## src/rtl/fetch_stage_q_if.sv

```systemverilog
// Instruction-memory request/response bus between the fetch stage (master)
// and the memory subsystem (slave).
interface fetch_stage_q_if #(
  parameter int DATA_W = 32,
  parameter int ADDR_W = 32
);
  logic              imem_req;
  logic [ADDR_W-1:0] imem_addr;
  logic              imem_ready;
  logic              imem_rvalid;
  logic [DATA_W-1:0] imem_rdata;

  modport master (
    output imem_req,
    output imem_addr,
    input  imem_ready,
    input  imem_rvalid,
    input  imem_rdata
  );

  modport slave (
    input  imem_req,
    input  imem_addr,
    output imem_ready,
    output imem_rvalid,
    output imem_rdata
  );
endinterface

```

## src/rtl/fetch_stage_q.sv

```systemverilog
// Decoupled instruction fetch: PC issues pipelined imem requests, responses land in a prefetch
// queue towards ID. Optional misaligned-redirect trap enabled by FETCH_MISALIGN_TRAP_EN.
module fetch_stage_q #(
  parameter int                DATA_W          = 32,
  parameter int                ADDR_W          = 32,
  parameter logic [ADDR_W-1:0] RESET_PC        = '0,
  parameter int                QUEUE_DEPTH     = 4,
  parameter int                MAX_OUTSTANDING = 2
) (
  input  logic                _clk,
  input  logic                _reset,
  input  logic                _pcWrite,
  input  logic                redirect_valid,
  input  logic [ADDR_W-1:0]   redirect_pc,
  fetch_stage_q_if.master     imem,
  output logic                if_valid,
  output logic [DATA_W-1:0]   if_instr,
  output logic [ADDR_W-1:0]   if_pc,
  output logic [ADDR_W-1:0]   if_pc_next,
  input  logic                id_ready,
  output logic                fetch_fault
);

  localparam int PTR_W = $clog2(QUEUE_DEPTH);
  localparam int CNT_W = PTR_W + 1;
  localparam int TAG_W = (MAX_OUTSTANDING > 1) ? $clog2(MAX_OUTSTANDING) : 1;

  localparam logic [CNT_W:0]    DEPTH_LIM = (CNT_W+1)'(QUEUE_DEPTH);
  localparam logic [CNT_W-1:0]  OUTS_LIM  = CNT_W'(MAX_OUTSTANDING);
  localparam logic [CNT_W-1:0]  CNT_ONE   = CNT_W'(1);
  localparam logic [PTR_W-1:0]  PTR_ONE   = PTR_W'(1);
  localparam logic [TAG_W-1:0]  TAG_ONE   = TAG_W'(1);
  localparam logic [TAG_W-1:0]  TAG_LAST  = TAG_W'(MAX_OUTSTANDING - 1);
  localparam logic [ADDR_W-1:0] PC_STEP   = ADDR_W'(4);

  logic [ADDR_W-1:0] pc;
  logic [ADDR_W-1:0] target_pc;
  logic              misalign;
  logic              fault;

  logic [CNT_W-1:0]  occ, occ_nxt;
  logic [CNT_W-1:0]  outst, outst_nxt;
  logic [CNT_W-1:0]  discard;
  logic [CNT_W:0]    in_flight;

  logic [PTR_W-1:0]  q_head, q_tail;
  logic [DATA_W-1:0] q_instr [QUEUE_DEPTH];
  logic [ADDR_W-1:0] q_pc    [QUEUE_DEPTH];

  logic [ADDR_W-1:0] tag_pc  [MAX_OUTSTANDING];
  logic [TAG_W-1:0]  tag_rd, tag_wr;

  logic accept, resp_live, resp_drop, push, pop;

  function automatic logic [TAG_W-1:0] tag_next(input logic [TAG_W-1:0] p);
    return (p == TAG_LAST) ? '0 : p + TAG_ONE;
  endfunction

`ifdef FETCH_MISALIGN_TRAP_EN
  assign target_pc = redirect_pc;
  assign misalign  = |redirect_pc[1:0];
`else
  assign target_pc = redirect_pc & ~ADDR_W'(3);
  assign misalign  = 1'b0;
`endif

  assign fetch_fault = fault;

  // Issue is budgeted against queue space so every live response is guaranteed a slot.
  always_comb begin
    in_flight      = {1'b0, occ} + {1'b0, outst};
    imem.imem_req  = _reset && _pcWrite && !redirect_valid && !fault &&
                     (in_flight < DEPTH_LIM) && (outst < OUTS_LIM);
    imem.imem_addr = pc;
    accept         = imem.imem_req && imem.imem_ready;
    resp_live      = imem.imem_rvalid && (discard == '0);
    resp_drop      = imem.imem_rvalid && (discard != '0);
    push           = resp_live && !redirect_valid;
    pop            = if_valid && id_ready && !redirect_valid;
  end

  always_comb begin
    outst_nxt = outst;
    if (accept)           outst_nxt = outst_nxt + CNT_ONE;
    if (imem.imem_rvalid) outst_nxt = outst_nxt - CNT_ONE;
    occ_nxt = occ;
    if (push) occ_nxt = occ_nxt + CNT_ONE;
    if (pop)  occ_nxt = occ_nxt - CNT_ONE;
  end

  always_ff @(posedge _clk or negedge _reset) begin
    if (!_reset) begin
      pc      <= RESET_PC;
      occ     <= '0;
      outst   <= '0;
      discard <= '0;
      q_head  <= '0;
      q_tail  <= '0;
      tag_rd  <= '0;
      tag_wr  <= '0;
      fault   <= 1'b0;
    end else begin
      outst <= outst_nxt;
      if (redirect_valid) begin
        // Everything still in flight is stale; a response landing now is dropped on the spot.
        pc      <= target_pc;
        discard <= imem.imem_rvalid ? outst - CNT_ONE : outst;
        occ     <= '0;
        q_head  <= '0;
        q_tail  <= '0;
        tag_rd  <= '0;
        tag_wr  <= '0;
        fault   <= misalign;
      end else begin
        if (accept) begin
          pc     <= pc + PC_STEP;
          tag_wr <= tag_next(tag_wr);
        end
        if (resp_drop) discard <= discard - CNT_ONE;
        if (resp_live) tag_rd  <= tag_next(tag_rd);
        if (push)      q_tail  <= q_tail + PTR_ONE;
        if (pop)       q_head  <= q_head + PTR_ONE;
        occ <= occ_nxt;
      end
    end
  end

  always_ff @(posedge _clk) begin
    if (accept) tag_pc[tag_wr] <= pc;
    if (push) begin
      q_instr[q_tail] <= imem.imem_rdata;
      q_pc[q_tail]    <= tag_pc[tag_rd];
    end
  end

  always_comb begin
    if_valid   = (occ != '0);
    if_instr   = if_valid ? q_instr[q_head]        : '0;
    if_pc      = if_valid ? q_pc[q_head]           : '0;
    if_pc_next = if_valid ? q_pc[q_head] + PC_STEP : '0;
  end

endmodule

```

## src/flat_wrapper.sv

```systemverilog
// flat-port wrapper written by rule: the top's interface ports become plain ports
module fetch_stage_q_flat 
#(
  parameter int                DATA_W          = 32,
  parameter int                ADDR_W          = 32,
  parameter logic [ADDR_W-1:0] RESET_PC        = '0,
  parameter int                QUEUE_DEPTH     = 4,
  parameter int                MAX_OUTSTANDING = 2
)
  (_clk, _reset, _pcWrite, redirect_valid, redirect_pc, if_valid, if_instr, if_pc, if_pc_next, id_ready, fetch_fault, imem_imem_req, imem_imem_addr, imem_imem_ready, imem_imem_rvalid, imem_imem_rdata);
  fetch_stage_q_if #(.DATA_W(DATA_W), .ADDR_W(ADDR_W)) imem_i ();
  input  logic _clk;
  input  logic _reset;
  input  logic _pcWrite;
  input  logic redirect_valid;
  input  logic [ADDR_W-1:0] redirect_pc;
  output logic if_valid;
  output logic [DATA_W-1:0] if_instr;
  output logic [ADDR_W-1:0] if_pc;
  output logic [ADDR_W-1:0] if_pc_next;
  input  logic id_ready;
  output logic fetch_fault;
  output wire logic [$bits(imem_i.imem_req)-1:0] imem_imem_req;
  output wire logic [$bits(imem_i.imem_addr)-1:0] imem_imem_addr;
  input wire logic [$bits(imem_i.imem_ready)-1:0] imem_imem_ready;
  input wire logic [$bits(imem_i.imem_rvalid)-1:0] imem_imem_rvalid;
  input wire logic [$bits(imem_i.imem_rdata)-1:0] imem_imem_rdata;
  assign imem_imem_req = imem_i.imem_req;
  assign imem_imem_addr = imem_i.imem_addr;
  assign imem_i.imem_ready = imem_imem_ready;
  assign imem_i.imem_rvalid = imem_imem_rvalid;
  assign imem_i.imem_rdata = imem_imem_rdata;
  fetch_stage_q #(.DATA_W(DATA_W), .ADDR_W(ADDR_W), .RESET_PC(RESET_PC), .QUEUE_DEPTH(QUEUE_DEPTH), .MAX_OUTSTANDING(MAX_OUTSTANDING)) u_core (._clk(_clk), ._reset(_reset), ._pcWrite(_pcWrite), .redirect_valid(redirect_valid), .redirect_pc(redirect_pc), .imem(imem_i), .if_valid(if_valid), .if_instr(if_instr), .if_pc(if_pc), .if_pc_next(if_pc_next), .id_ready(id_ready), .fetch_fault(fetch_fault));
endmodule
```

## config.mk

```make
export PLATFORM = sky130hd
export DESIGN_NAME = fetch_stage_q_flat
export DESIGN_NICKNAME = d
export VERILOG_FILES = /design/src/rtl/fetch_stage_q_if.sv /design/src/rtl/fetch_stage_q.sv /design/src/flat_wrapper.sv
export SDC_FILE = /design/constraint.sdc
export NUM_CORES = 1
export LEC_CHECK = 0
export ABC_AREA = 1
export CAP_MARGIN = 20
export CORE_ASPECT_RATIO = 0.9
export CORE_UTILIZATION = 40
export CTS_CLUSTER_DIAMETER = 120
export CTS_CLUSTER_SIZE = 30
export DETAILED_ROUTE_END_ITERATION = 12
export PLACE_DENSITY = 0.62
export SYNTH_ARGS = -nofsm -noshare
export SYNTH_HDL_FRONTEND = slang
export SYNTH_SLANG_ARGS = --single-unit
```

## constraint.sdc

```tcl
create_clock -name _clk -period 4.45 [get_ports _clk]
set_input_delay 1.1125 -clock _clk [delete_from_list [all_inputs] [get_ports _clk]]
set_output_delay 1.1125 -clock _clk [all_outputs]
set_load 0.01 [all_outputs]
```

==> impl_results.md, run 1 <==
- Initial Util: approximately two fifths
- CP dominant cell by count: nand2_1
- Number of routed nets with antenna violations: 0
- GR Util All Layers: around a fifth
- Number of placement rows: 70
- Setup violators final: 0
- CTS root buffer: clkbuf_16
- Worst hold stages: 0
- Placed cells: roughly 2400
- Num CTS Buffers: 15
- Synth top area share: between 50% and 60%
- Status: finished, final reports clean
- Number of DRC markers in iteration 0: 1032
- Final WS setup: around 0.16 ns
- Remaining DRCs: 0
- Worst min path class: reg2reg
- Drt total wl: roughly 40000 um
- Hold Vio Cnt, Final: 0
- Hold EP: u_core.tag_pc[1][31]
- Die ar.: between 40000 and 50000 um2
- Core area: about 41000 um2
- Seq/Total Area, Yosys: a little over three fifths
- IO Count: 202
- Gp weighted congestion: 0.908
- Worst reg2reg startpoint: u_core.occ[2]
- Fillcell total: roughly 3800
- Largest net degree at the start of global routing: 81
- PwrDens: around 460 nW/um2
- Reg2Reg Setup Slack: about 1.6 ns
- Share of cells above drive strength 1: 5.59%
- R2r worst-path depth: 12
- IO Port Bufs: ~190
- DR vias/cell: between 4 and 5
- TritonCTS clock tree: built
- First-pass GRT wire length: 63000 um
- VDD IR-drop max: between 300 and 400 uV
- Vias: between 10000 and 15000
- Skew final: between 0.02 and 0.025 ns
- Vias in the first global route: roughly 11000
- Finished Layout Cells: approximately 2400
- Hold Startpoint: u_core.imem.imem_addr[31]
- Worst path cell trace: clkinv_8 -> buf_16 -> nand2_1 -> nand2_1 -> nand2_1 -> nand2_1 -> nand2_1 -> nor2_1 -> nand2_1 -> nor2_1 -> nand2_1 -> nand2_1 -> nand2_1 -> nor2_1 -> clkdlybuf4s50_1
- Post-synthesis average cell area: between 9 and 10 um2
- Die width: between 200 and 250 um
- Reg area: between 10000 and 15000 um2
- Slew HR: between 30% and 40%
- Worst EP arrival: approximately 3.2 ns
- Slowest CP cell: dfrtp_4
- Synth area leader: edfxtp_1
- Initial antenna violation count: 0
- Worst setup EP type: primary output
- Critical Path RT: between 3 and 4 ns
- Period utilization: a little over nine tenths
- Synthesized instance count: 1725
- Crit Path Class: reg2out
- Setup TNS: 0 ns
- CP startpoint kind: flop
- Slew @ Worst Pin: around 0.96 ns
- CP max FO: 30
- Antenna diodes: 0
- Worst reg2reg endpoint: u_core.outst[2]
- Nets@finish: between 1500 and 2000
- Post-detail-place hpwl: between 20000 and 30000 um
- Most area-consuming cells after synthesis: edfxtp_1 (56%), nand2_1 (12%), dfrtp_1 (6.8%), nor2_1 (6.2%), nand3_1 (3.7%)
- Max stage delay on crit path: between 0.5 and 0.6 ns
- Yosys warns: 0
- Syn Std Cell Area: around 16000 um2
- Post-route cell area: between 15000 and 20000 um2
- DP Area: roughly 19000 um2
- Area Growth Syn to Fin: 19.5%
- Post-layout min period: ~4.3 ns
- Routed len/inst: ~17 um
- Setup WS pre-CTS: 0.279 ns
- Clock Latency Late Sink: 0.51 ns
- Max Root-Sink Buffers: 3
- Slew Viols, Final: 0
- Maxcap violations: 0
- Highest Clock Rate: 233 MHz
- Clk sinks: between 300 and 400
- Distinct cells, synth: 33
- Grt ovf: 0
- Area of the multi-input gates: about 5400 um2
- H-tree Lvls: 1
- CTS clk-pin slew, worst paths: about 0.11 ns
- Final total power: 9.10 mW
- Die Span Y: ~200 um
- Leak Pwr: between 7 and 8 nW
- First-pass DRT Iterations: 7
- FF+latch count, synth: 353
-- cells in the final DEF (no fill, tap or decap), drive strengths merged --
cell type,instances
buf,28
xor2,23
inv,103
o21ai,94
nand3,122
ha,16
nor2,284
xnor2,8
and2,1
a32oi,1
bufbuf,1
nor3,7
o21a,1
bufinv,1
a31oi,1
clkbuf,24
clkinv,2
o22ai,1
dfrtp,45
nand2,547
edfxtp,308
clkdlybuf4s50,189
nor4,2
conb,7
or2,1
nand4,13
dlymetal6s2s,2
a21oi,47
o211ai,17
-- kinds of logic (layout without fill, tap and decap cells) --
family / Yosys count / in the layout / share of synthesized area, %
buf+inv: 185 / 350 / 5.09
simple gates: 977 / 977 / 23.9
flops: 353 / 353 / 62.9
fa+ha+maj: 16 / 16 / 1.21
other cells: 1 / 7 / 0.0227
xor+xnor: 31 / 31 / 1.65
compound gates: 162 / 162 / 5.23
-- worst max-delay path: cells and delay by family, from the launching register on --
family                 cells  cell delay (ns)
buffers and inverters      3             0.88
DFF                        1             0.58
and+or+nand+nor           12             1.21
-- where the power goes --
group	internal, mW	switching (mW)
registers	3.80	0.136
logic	1.44	2.08
clock network	0.703	0.942
-- flip-flops by register name, summed over array words and instances, names as in the netlist --
signal / cells
u_core.tag_wr: 1
u_core.tag_pc: 60
u_core.q_instr: 128
u_core.q_head: 2
u_core.outst: 3
u_core.occ: 3
u_core.discard: 3
u_core.tag_rd: 1
u_core.q_tail: 2
u_core.imem.imem_addr: 30
u_core.q_pc: 120
-- timing repair --
item	in CTS	in global routing
gates resized for setup	11	44
cloned	2	1
pin swaps	0	0
setup buffers	2	1
endpoints found under the hold margin	0	0
endpoints found under the setup margin	24	20
hold buffers	0	0
-- per-layer routing --
metal  vias up  share of wire (%)  GRT usage [%]
met5         -                  0              0
met4         0                1.5           3.70
met3        40                5.5           1.94
met2       332                 46           30.1
met1      5625                 47           28.2
li1       6021                  -              -
-- through the flow --
step	hold WS, ns	utilization [%]
after CTS	0.550	48.0
after global routing	0.568	48.5
after detailed placement	0.538	46.7
after floorplan	0.522	-
final	0.558	48.5
after global placement	0.531	46.7
-- how the worst max path moves through the flow --
stage	startpoint	end	slack, ns	depth (start not counted)
global placement	u_core.q_head[0]	if_pc_next[17]	0.32	13
CTS	u_core.q_head[0]	if_pc_next[18]	0.005	14
global route	u_core.q_head[0]	if_pc_next[24]	-0.02	14
finish	u_core.q_head[0]	if_pc_next[22]	0.16	15
detailed placement	u_core.q_head[0]	if_pc_next[17]	0.28	13
floorplan	imem_imem_rvalid	u_core.q_instr[0][0]	-0.43	5
-- area by class of cell --
| cell class | instances | share of cell area, % |
|---|---|---|
| multi-input combinational | 1193 | 27.6 |
| clock inverter | 2 | 0.178 |
| sequential | 353 | 52.7 |
| tap | 540 | 3.43 |
| inverter | 104 | 2.07 |
| clock buffer | 23 | 2.06 |
| timing repair buffer | 221 | 12.0 |
-- cells in the mapped netlist (all sizes together) --
| master | number |
|---|---|
| edfxtp | 308 |
| o211ai | 17 |
| a32oi | 1 |
| o22ai | 1 |
| nor3 | 7 |
| nand2 | 547 |
| xnor2 | 8 |
| dfrtp | 45 |
| or2 | 1 |
| buf | 54 |
| clkbuf | 27 |
| conb | 1 |
| xor2 | 23 |
| inv | 104 |
| o21a | 1 |
| a31oi | 1 |
| nor4 | 2 |
| ha | 16 |
| o21ai | 94 |
| nand3 | 122 |
| nor2 | 284 |
| and2 | 1 |
| nand4 | 13 |
| a21oi | 47 |
Note: power is estimated with default switching activity, not from simulation.
==> run 2: changes to the inputs <==
--- a/config.mk
+++ b/config.mk
@@ -6,7 +6,6 @@
 export NUM_CORES = 1
 export LEC_CHECK = 0
 export ABC_AREA = 1
-export CAP_MARGIN = 20
 export CORE_ASPECT_RATIO = 0.9
 export CORE_UTILIZATION = 40
 export CTS_CLUSTER_DIAMETER = 120
==> results of run 2 <==
Final layout, timing and power as in run 1 (identical DEF).
==> run 3: changes to the inputs <==
--- a/config.mk
+++ b/config.mk
@@ -11,7 +11,7 @@
 export CTS_CLUSTER_DIAMETER = 120
 export CTS_CLUSTER_SIZE = 30
 export DETAILED_ROUTE_END_ITERATION = 12
-export PLACE_DENSITY = 0.62
+export PLACE_DENSITY = 0.61
 export SYNTH_ARGS = -nofsm -noshare
 export SYNTH_HDL_FRONTEND = slang
 export SYNTH_SLANG_ARGS = --single-unit
==> run 3 against run 2 <==
Against the previous run: final cell count increased by 0.21%; largest cell class unchanged; sequential cell count is the same; global-route usage rose by 0.076 points; die area stayed put; combinational power is 2% lower; highest routed layer unchanged; sequential power hardly changed; total power decreased by 1.4%; register-to-register slack got worse by 0.02 ns; clock power decreased by 3%; critical path type unchanged.
==> impl_results.md, run 3 (same netlist as run 1, synthesis figures left out) <==
- Status: finished, final reports clean
- TritonCTS clock tree: built
- Die width: roughly 220 um
- Hold_ws: roughly 0.6 ns
- Vias: 12000
- Reg with most FFs: u_core.q_instr
- Max stage delay on crit path: ~0.57 ns
- CP max FO: 6
- DR vias/cell: ~4.9
- Hold Vio Cnt, Final: 0
- Clock Latency Late Sink: ~0.50 ns
- Vias in the first global route: 11400
- Die ar.: 42000 um2
- Remaining DRCs: 0
- Number of routed nets with antenna violations: 0
- Slew Viols, Final: 0
- Area Growth Syn to Fin: 18.7%
- Hold Startpoint: u_core.tag_pc[0][3]
- Seq pwr share: between 40% and 50%
- CTS clk-pin slew, worst paths: ~0.11 ns
- IO Count: between 200 and 250
- Routed len/inst: ~17 um
- First-pass GRT wire length: around 63000 um
- Leak Pwr: approximately 7.6 nW
- Skew final: roughly 0.013 ns
- Die Span Y: a little under 200 um
- Fillcell total: 3792
- CTS root buffer: clkbuf_16
- Worst EP arrival: between 3 and 4 ns
- Worst reg2reg startpoint: u_core.occ[2]
- Setup violators final: 0
- Worst min path class: reg2reg
- Largest net degree at the start of global routing: just under 80
- Share of cells above drive strength 1: between 5 and 6%
- PwrDens: between 400 and 500 nW/um2
- Clk sinks: 353
- Number of DRC markers in iteration 0: 902
- Post-layout min period: around 4.3 ns
- Critical Path Start: u_core.q_head[0]
- Initial Util: 40.6%
- Cts hold-fix bufs: 0
- Post-detail-place hpwl: ~27000 um
- Critical Path RT: about 3.3 ns
- First-pass DRT Iterations: 5
- Initial antenna violation count: 0
- H-tree Lvls: 1
- Slowest CP cell: dfrtp_4
- Setup TNS: 0 ns
- Num CTS Buffers: 15
- Gp weighted congestion: approximately 0.9
- Worst setup EP type: primary output
- Clock power frac: approximately 18%
- VDD IR-drop max: around 350 uV
- Core area: 40600 um2
- Largest register FFs: approximately 130
- Comb pwr share: a little under two fifths
- Highest Clock Rate: 234 MHz
- CP startpoint kind: flop
- Slew HR: 34.3%
- GR Util All Layers: 19.0%
- Largest delay share family, worst path: simple AND/OR/NAND/NOR gates
- Nets@finish: 1980
- Grt ovf: 0
- Switching share of total power: a little over a third
- Most common cell after layout, fill and taps aside: nand2_1
- Max Root-Sink Buffers: 3
- Commonest non-fill, non-tap cells in the layout: nand2_1 (527), edfxtp_1 (308), nor2_1 (252), clkdlybuf4s50_1 (183), nand3_1 (122)
- CP Buf/Inv Count: 3
- Crit Path Class: reg2out
- IO Port Bufs: roughly 190
- Period utilization: 96.1%
- Slew @ Worst Pin: ~0.98 ns
- Int Pwr: about 5.8 mW
- Biggest regs: u_core.q_instr x128, u_core.q_pc x120, u_core.tag_pc x60
- NetSw: around 3.1 mW
- Drt total wl: roughly 40000 um
- Worst path cell trace: buf_4 -> nand2_1 -> nand3_1 -> nand2_2 -> ha_2 -> inv_1 -> nor2_4 -> nand2_2 -> nor2_4 -> nand2_1 -> xor2_1 -> nor2_1 -> clkdlybuf4s50_1
- Maxcap violations: 0
- Number of placement rows: 70
- Antenna diodes: 0
==> run 3: metrics by stage <==
stage | power, mW | setup slack (ns) | instances | cell area [um2] | util [%]
floorplan | 5.84 | -0.428 | 1731 | 16500 | -
global placement | 7.34 | 0.361 | 2412 | 18900 | 46.6
detailed placement | 7.40 | 0.325 | 2412 | 18900 | 46.6
CTS | 9.00 | 0.0216 | 2439 | 19400 | 47.8
global route | 9.49 | -0.0425 | 2441 | 19600 | 48.1
finish | 8.97 | 0.172 | 2441 | 19600 | 48.1
==> run 3: routing by layer <==
metal  vias to the layer above  global-route usage, %  part of all wire, %
met1                      5628                   27.9                   47
li1                       6020                      -                    -
met2                       310                   30.7                   46
met5                         -                      0                    0
met4                         0                   3.55                  1.6
met3                        42                   1.96                  4.9
==> run 3: path summary, 6_finish.rpt <==
kind                       cells past startpoint           endpoint  slack, ns
max                                           13     if_pc_next[18]       0.17
min                                            2  u_core.q_pc[0][3]       0.59
max reg2reg                                   12    u_core.outst[2]       1.54
min reg2reg                                    2  u_core.q_pc[0][3]       0.59
max in group asynchronous                      2   u_core.q_head[0]       3.26
min in group asynchronous                      2    u_core.outst[2]       0.71
==> run 3: timing repair <==
action / CTS / global route
endpoints found under the setup margin: 19 / 21
gates resized for setup: 18 / 36
pin swaps: 1 / 2
setup buffers: 2 / 2
==> run 3: worst register-to-register path, delay by kind of cell (launching register included) <==
kind	cells	cell delay (ns)
AOI/OAI and AO/OA	1	0.34
adders and majority gates	2	0.42
buffers and inverters	3	0.47
DFF	1	0.48
xor gates and xnor gates	1	0.14
and+or+nand+nor	5	0.96
==> run 3: area by class of cell <==
class                   count  area, um2  area share (%)
clock inverters             1       8.76          0.0448
well taps                 540        676            3.45
clock buffers              24        409            2.09
multi-input cells        1193       5430            27.8
inverters                 104        403            2.06
flip-flops and latches    353      10400            53.1
repair buffers            226       2250            11.5
==> run 3: power by group through the flow <==
stage	logic, mW	registers (mW)	clock network, mW
final	3.44	3.93	1.59
after global routing	3.80	3.95	1.74
after CTS	3.44	3.93	1.63
after detailed placement	3.39	4.00	0
after global placement	3.35	4.00	0
after floorplan	1.87	3.97	0
==> patch 1, RTL diff (settings of run 1) <==
`DATA_W` is set to 32 in 3 places; all go to 64.
--- a/src/rtl/fetch_stage_q_if.sv
+++ b/src/rtl/fetch_stage_q_if.sv
@@ -3,3 +3,3 @@
 interface fetch_stage_q_if #(
-  parameter int DATA_W = 32,
+  parameter int DATA_W = 64,
   parameter int ADDR_W = 32
--- a/src/rtl/fetch_stage_q.sv
+++ b/src/rtl/fetch_stage_q.sv
@@ -3,3 +3,3 @@
 module fetch_stage_q #(
-  parameter int                DATA_W          = 32,
+  parameter int                DATA_W          = 64,
   parameter int                ADDR_W          = 32,
--- a/src/flat_wrapper.sv
+++ b/src/flat_wrapper.sv
@@ -3,3 +3,3 @@
 #(
-  parameter int                DATA_W          = 32,
+  parameter int                DATA_W          = 64,
   parameter int                ADDR_W          = 32,
Ports: changed (resized if_instr and imem_imem_rdata); port bits go from 202 to 266. The function was not compared with the original's and may differ.
==> patch 1 against run 1 <==
Power rose by 32%. Routed wire length rose by 36%. Synthesized area rose by 30%. Sequential share of layout area rose by 2.6 points. Largest cell class unchanged. Fmax rose by 0.64%. Final cell count rose by 24%. Design area rose by 30%. Setup slack improved by 0.027 ns. Sequential cell count rose by 128. Critical endpoint is now if_pc_next[18].
==> patch 1: results (changes against run 1) <==
<table>
<tr><th>Metric</th><th>Value</th></tr>
<tr><th colspan="2">Status</th></tr>
<tr><td>Outcome</td><td>completed</td></tr>
<tr><th colspan="2">Setup path</th></tr>
<tr><td>Cell count of the worst reg-to-reg path</td><td>9 (-3)</td></tr>
<tr><td>CP Max Fanout</td><td>14 (-53%)</td></tr>
<tr><th colspan="2">CTS</th></tr>
<tr><td>Number of buffers created by CTS</td><td>20 (+5)</td></tr>
<tr><td>Clock network latency to the later pin of the worst-skew pair</td><td>0.55 ns (+0.04 ns)</td></tr>
<tr><td>Post-CTS resize count</td><td>26 (+15)</td></tr>
<tr><th colspan="2">GRT</th></tr>
<tr><td>Met1 global-route usage</td><td>28.9% (+0.70 points)</td></tr>
<tr><td>Met2 track utilization from global routing</td><td>31.5% (+1.4 points)</td></tr>
<tr><td>Wire length of the first global-routing pass</td><td>83.8 mm (+33%)</td></tr>
<tr><td>Global routing met3 resource utilization</td><td>2.15% (+0.21 points)</td></tr>
<tr><td>Antenna violations before repair</td><td>2 (+2)</td></tr>
<tr><td>Total global routing track utilization</td><td>19.7% (+0.78 points)</td></tr>
<tr><th colspan="2">Logic synthesis</th></tr>
<tr><td>Seq/Total Area, Yosys</td><td>66.3% (+3.4 points)</td></tr>
<tr><td>Commonest cells post-synth</td><td>sky130_fd_sc_hd__nand2_1 (540), sky130_fd_sc_hd__edfxtp_1 (436), sky130_fd_sc_hd__nor2_1 (396), sky130_fd_sc_hd__o21ai_0 (154), sky130_fd_sc_hd__nand3_1 (120)</td></tr>
<tr><td>EDFF count, synth</td><td>436 (+42%)</td></tr>
<tr><td>Largest cells by area after synthesis</td><td>sky130_fd_sc_hd__edfxtp_1 (61%), sky130_fd_sc_hd__nand2_1 (9.5%), sky130_fd_sc_hd__nor2_1 (6.9%)</td></tr>
<tr><td>Post-synth cell types</td><td>38 (+15%)</td></tr>
<tr><th colspan="2">Finish</th></tr>
<tr><td>Number of filler instances in the final layout</td><td>4776 (+26%)</td></tr>
<tr><td>Share of cells above drive strength 1</td><td>5.40% (-0.19 points)</td></tr>
<tr><td>Multi-input gate area in the final layout</td><td>6470 sq um (+19%)</td></tr>
<tr><th colspan="2">Detailed routing</th></tr>
<tr><td>M1 wire length</td><td>25.5 mm (+33%)</td></tr>
<tr><td>Sum of met3 wire segment lengths after detailed routing</td><td>2.87 mm (+29%)</td></tr>
<tr><td>Via count</td><td>15365 (+28%)</td></tr>
<tr><th colspan="2">Power and ir drop</th></tr>
<tr><td>Maximum vdd ir drop</td><td>0.381 mV (+15%)</td></tr>
<tr><td>Standby leakage power</td><td>9.68 nW (+28%)</td></tr>
<tr><th colspan="2">Place</th></tr>
<tr><td>Cell area after placement</td><td>24800 sq um (+31%)</td></tr>
<tr><td>HPWL after detailed placement</td><td>34.0 mm (+28%)</td></tr>
<tr><th colspan="2">Worst hold path</th></tr>
<tr><td>Hold path depth</td><td>2 (+2)</td></tr>
<tr><td>Start point of the worst hold path</td><td>u_core.tag_pc[1][9]</td></tr>
</table>
patch 1: metrics by stage:
stage	hold slack [ns]	setup WS, ns	instances
finish	0.561	0.185	3032
global route	0.606	0.00811	3031
CTS	0.571	-0.0000513	3022
detailed placement	0.552	0.312	2987
global placement	0.540	0.300	2987
floorplan	0.516	-0.268	2111
patch 1: critical path, delay by kind of cell, from the launching register on:
| family | cells | cell delay [ns] |
|---|---|---|
| buffers and inverters | 5 | 0.95 |
| adder cells (fa/ha/maj) | 1 | 0.21 |
| XOR/XNOR | 1 | 0.24 |
| AND/OR/NAND/NOR | 8 | 0.62 |
| flip-flops | 1 | 0.58 |
patch 1: layout make-up:
class / instances / share of cell area (%)
flip-flops and latches: 481 / 55.3
multi-input cells: 1423 / 25.2
repair buffers: 296 / 12.2
well taps: 697 / 3.39
clock buffers: 28 / 2.15
inverters: 101 / 1.53
clock inverters: 2 / 0.151
repair inverters: 1 / 0.0438
diodes: 3 / 0.0292
patch 1: logic make-up (layout without fill, tap and decap cells):
family	count (synthesis)	count (layout)	synth area share [%]
compound gates	259	259	6.34
other cells	1	10	0.0175
buf+inv	207	428	4.23
xor+xnor	28	28	1.14
flops	481	481	66.3
fa+ha+maj	16	16	0.934
simple gates	1113	1113	21.0
patch 1: power by group:
group	internal, mW	total [mW]	switching (mW)
Clock	0.894	2.22	1.32
Sequential	5.16	5.31	0.148
Combinational	1.79	4.49	2.70
Total	7.84	12.0	4.17
patch 1: worst paths after layout:
check                                 endpoint  slack, ns
hold reg to reg              u_core.q_pc[1][9]       0.56
setup / recovery                if_pc_next[18]       0.18
setup reg to reg           u_core.tag_pc[0][9]       1.70
max in group asynchronous     u_core.q_head[1]       3.33
hold / removal               u_core.q_pc[1][9]       0.56
min in group asynchronous      u_core.outst[1]       0.66
==> patch 2, RTL diff (flow settings as in run 1) <==
Without the edit above. Put one more register stage on the output `fetch_fault`, without a reset. The value now appears one clock later. The other outputs are not delayed to match.
--- a/src/rtl/fetch_stage_q.sv
+++ b/src/rtl/fetch_stage_q.sv
@@ -66,3 +66,5 @@
 
-  assign fetch_fault = fault;
+  always_ff @(posedge _clk) begin
+    fetch_fault <= fault;
+  end
 
Function: no difference found for any inputs over 4 cycles, from zero or initial values and one cycle with _reset low; that may be too few to reach the edited logic, so the function may still have changed.
==> patch 2 against run 1 <==
Power up 0.23%. Design area fell by 0.10%. Synthesized area rose by 0.36%. Sequential cell count did not move. Largest power group unchanged. Routed wire length rose by 1.3%. Critical path type unchanged. Critical path depth unchanged. Count of clock-buffer cells in the layout grew 1. Sequential power about the same. Setup slack got worse by 0.0052 ns.
==> patch 2: results (changes against run 1) <==
<table>
<tr><th>Metric</th><th>Value</th></tr>
<tr><th colspan="2">Logic synthesis</th></tr>
<tr><td>Mean instance size in the synthesized netlist</td><td>9.51 sq um (-0.45%)</td></tr>
<tr><td>Synthesized area</td><td>16500 sq um (+0.36%)</td></tr>
<tr><td>Commonest cells post-synth</td><td>sky130_fd_sc_hd__nand2_1 (540), sky130_fd_sc_hd__edfxtp_1 (308), sky130_fd_sc_hd__nor2_1 (282), sky130_fd_sc_hd__inv_1 (109), sky130_fd_sc_hd__nand3_1 (100)</td></tr>
<tr><td>Xor/xnor share of the synthesized area</td><td>1.75% (+0.10 points)</td></tr>
<tr><td>Largest cells by area after synthesis</td><td>sky130_fd_sc_hd__edfxtp_1 (56%), sky130_fd_sc_hd__nand2_1 (12%), sky130_fd_sc_hd__dfrtp_1 (6.8%)</td></tr>
<tr><th colspan="2">GRT</th></tr>
<tr><td>Number of global-route vias before repair</td><td>11242 (-1.4%)</td></tr>
<tr><td>Total global routing track utilization</td><td>18.9% (about the same)</td></tr>
<tr><th colspan="2">Finish</th></tr>
<tr><td>Clk_buf instances</td><td>24 (+4.3%)</td></tr>
<tr><td>Count of multi-input combinational gates</td><td>1200 (+0.59%)</td></tr>
<tr><td>Non-clock inverter count in the final layout</td><td>113 (+8.7%)</td></tr>
<tr><td>Sequential cell area in the final layout</td><td>10400 sq um (about the same)</td></tr>
<tr><td>Number of filler instances in the final layout</td><td>3777 (-0.26%)</td></tr>
<tr><td>Clock buffers and inverters, area share</td><td>2.52% (+0.28 points)</td></tr>
<tr><td>Non-clock buffer count</td><td>222 (+0.45%)</td></tr>
<tr><th colspan="2">CTS</th></tr>
<tr><td>Number of buffers created by CTS</td><td>16 (+1)</td></tr>
<tr><th colspan="2">Place</th></tr>
<tr><td>Cell area after placement</td><td>19000 sq um (+0.38%)</td></tr>
<tr><td>Minimum setup slack after placement</td><td>0.474 ns (+0.195 ns)</td></tr>
<tr><td>Dpl cells</td><td>2425 (+0.83%)</td></tr>
<tr><td>Final RePlAce weighted congestion</td><td>0.925 (+1.8%)</td></tr>
<tr><td>HPWL after detailed placement</td><td>26.9 mm (+0.92%)</td></tr>
<tr><th colspan="2">Setup path</th></tr>
<tr><td>CP Max Fanout</td><td>10 (-67%)</td></tr>
<tr><td>Endpoint arrival time on the critical path</td><td>3.19 ns (about the same)</td></tr>
<tr><td>RR Endpoint</td><td>u_core.tag_pc[0][5]</td></tr>
<tr><th colspan="2">Status</th></tr>
<tr><td>Outcome</td><td>completed</td></tr>
<tr><th colspan="2">Worst hold path</th></tr>
<tr><td>Hold path depth</td><td>2 (+2)</td></tr>
<tr><td>Start point of the worst hold path</td><td>u_core.discard[1]</td></tr>
<tr><td>Hold worst-path end</td><td>u_core.discard[1]</td></tr>
</table>
-- patch 2: cell types whose count changed after synthesis, moves of 3 or more --
| cell | before | now |
|---|---|---|
| sky130_fd_sc_hd__a21oi_1 | 47 | 53 |
| sky130_fd_sc_hd__buf_1 | 11 | 8 |
| sky130_fd_sc_hd__inv_1 | 100 | 109 |
| sky130_fd_sc_hd__nand2_2 | 9 | 13 |
| sky130_fd_sc_hd__nand3_1 | 122 | 100 |
| sky130_fd_sc_hd__nor2_1 | 272 | 282 |
| sky130_fd_sc_hd__nor3_1 | 7 | 11 |
| sky130_fd_sc_hd__nor4_1 | 2 | 5 |
| sky130_fd_sc_hd__o211ai_1 | 17 | 10 |
| sky130_fd_sc_hd__o221ai_1 | 0 | 6 |
| sky130_fd_sc_hd__xor2_1 | 23 | 27 |
-- patch 2: worst max-delay path, stage by stage (launching register included) --
cell and delay, ns:
sky130_fd_sc_hd__dfrtp_4 0.57, sky130_fd_sc_hd__inv_8 0.13, sky130_fd_sc_hd__nand2_1 0.08, sky130_fd_sc_hd__nand2_1 0.07, sky130_fd_sc_hd__nand2_1 0.08, sky130_fd_sc_hd__nand2_2 0.11, sky130_fd_sc_hd__ha_2 0.21, sky130_fd_sc_hd__inv_1 0.10
sky130_fd_sc_hd__nor2_2 0.17, sky130_fd_sc_hd__nand2_1 0.12, sky130_fd_sc_hd__nor2_2 0.19, sky130_fd_sc_hd__nand3_1 0.10, sky130_fd_sc_hd__nand2_1 0.06, sky130_fd_sc_hd__nand2_1 0.07, sky130_fd_sc_hd__nor2_1 0.08, sky130_fd_sc_hd__clkdlybuf4s50_1 0.54
-- patch 2: per-layer routing --
layer	part of all wire [%]	GRT usage [%]	vias to the layer above	routed length, um
li1	-	-	6055	-
met1	48	28.8	5750	19600
met2	46	29.2	309	18600
met3	5.0	1.92	35	2040
met4	1.6	3.99	0	672
met5	0	0	-	0
-- patch 2: how the worst max path moves through the flow --
stage                     startpoint  slack (ns)                   end  cells after the start
finish              u_core.q_head[0]        0.15        if_pc_next[24]                     15
floorplan           imem_imem_rvalid       -0.43  u_core.q_instr[0][0]                      5
detailed placement  u_core.q_head[0]        0.47        if_pc_next[17]                     11
global placement    u_core.q_head[0]        0.50        if_pc_next[17]                     11
global route        u_core.q_head[0]       -0.02        if_pc_next[24]                     15
CTS                 u_core.q_head[0]       0.005        if_pc_next[30]                     15
-- patch 2: timing repair --
item / CTS / global route
hold buffers: 0 / 0
pin swaps: 1 / 1
gates cloned: 0 / 1
resized for setup: 6 / 29
setup endpoints to repair: 10 / 23
buffers inserted: 0 / 2
-- patch 2: where the power goes --
group          total, mW  switching [mW]  internal, mW  leakage [nW]
logic               3.46            2.08          1.38          4.04
registers           3.92           0.127          3.79          3.33
clock network       1.74            1.00         0.738         0.238
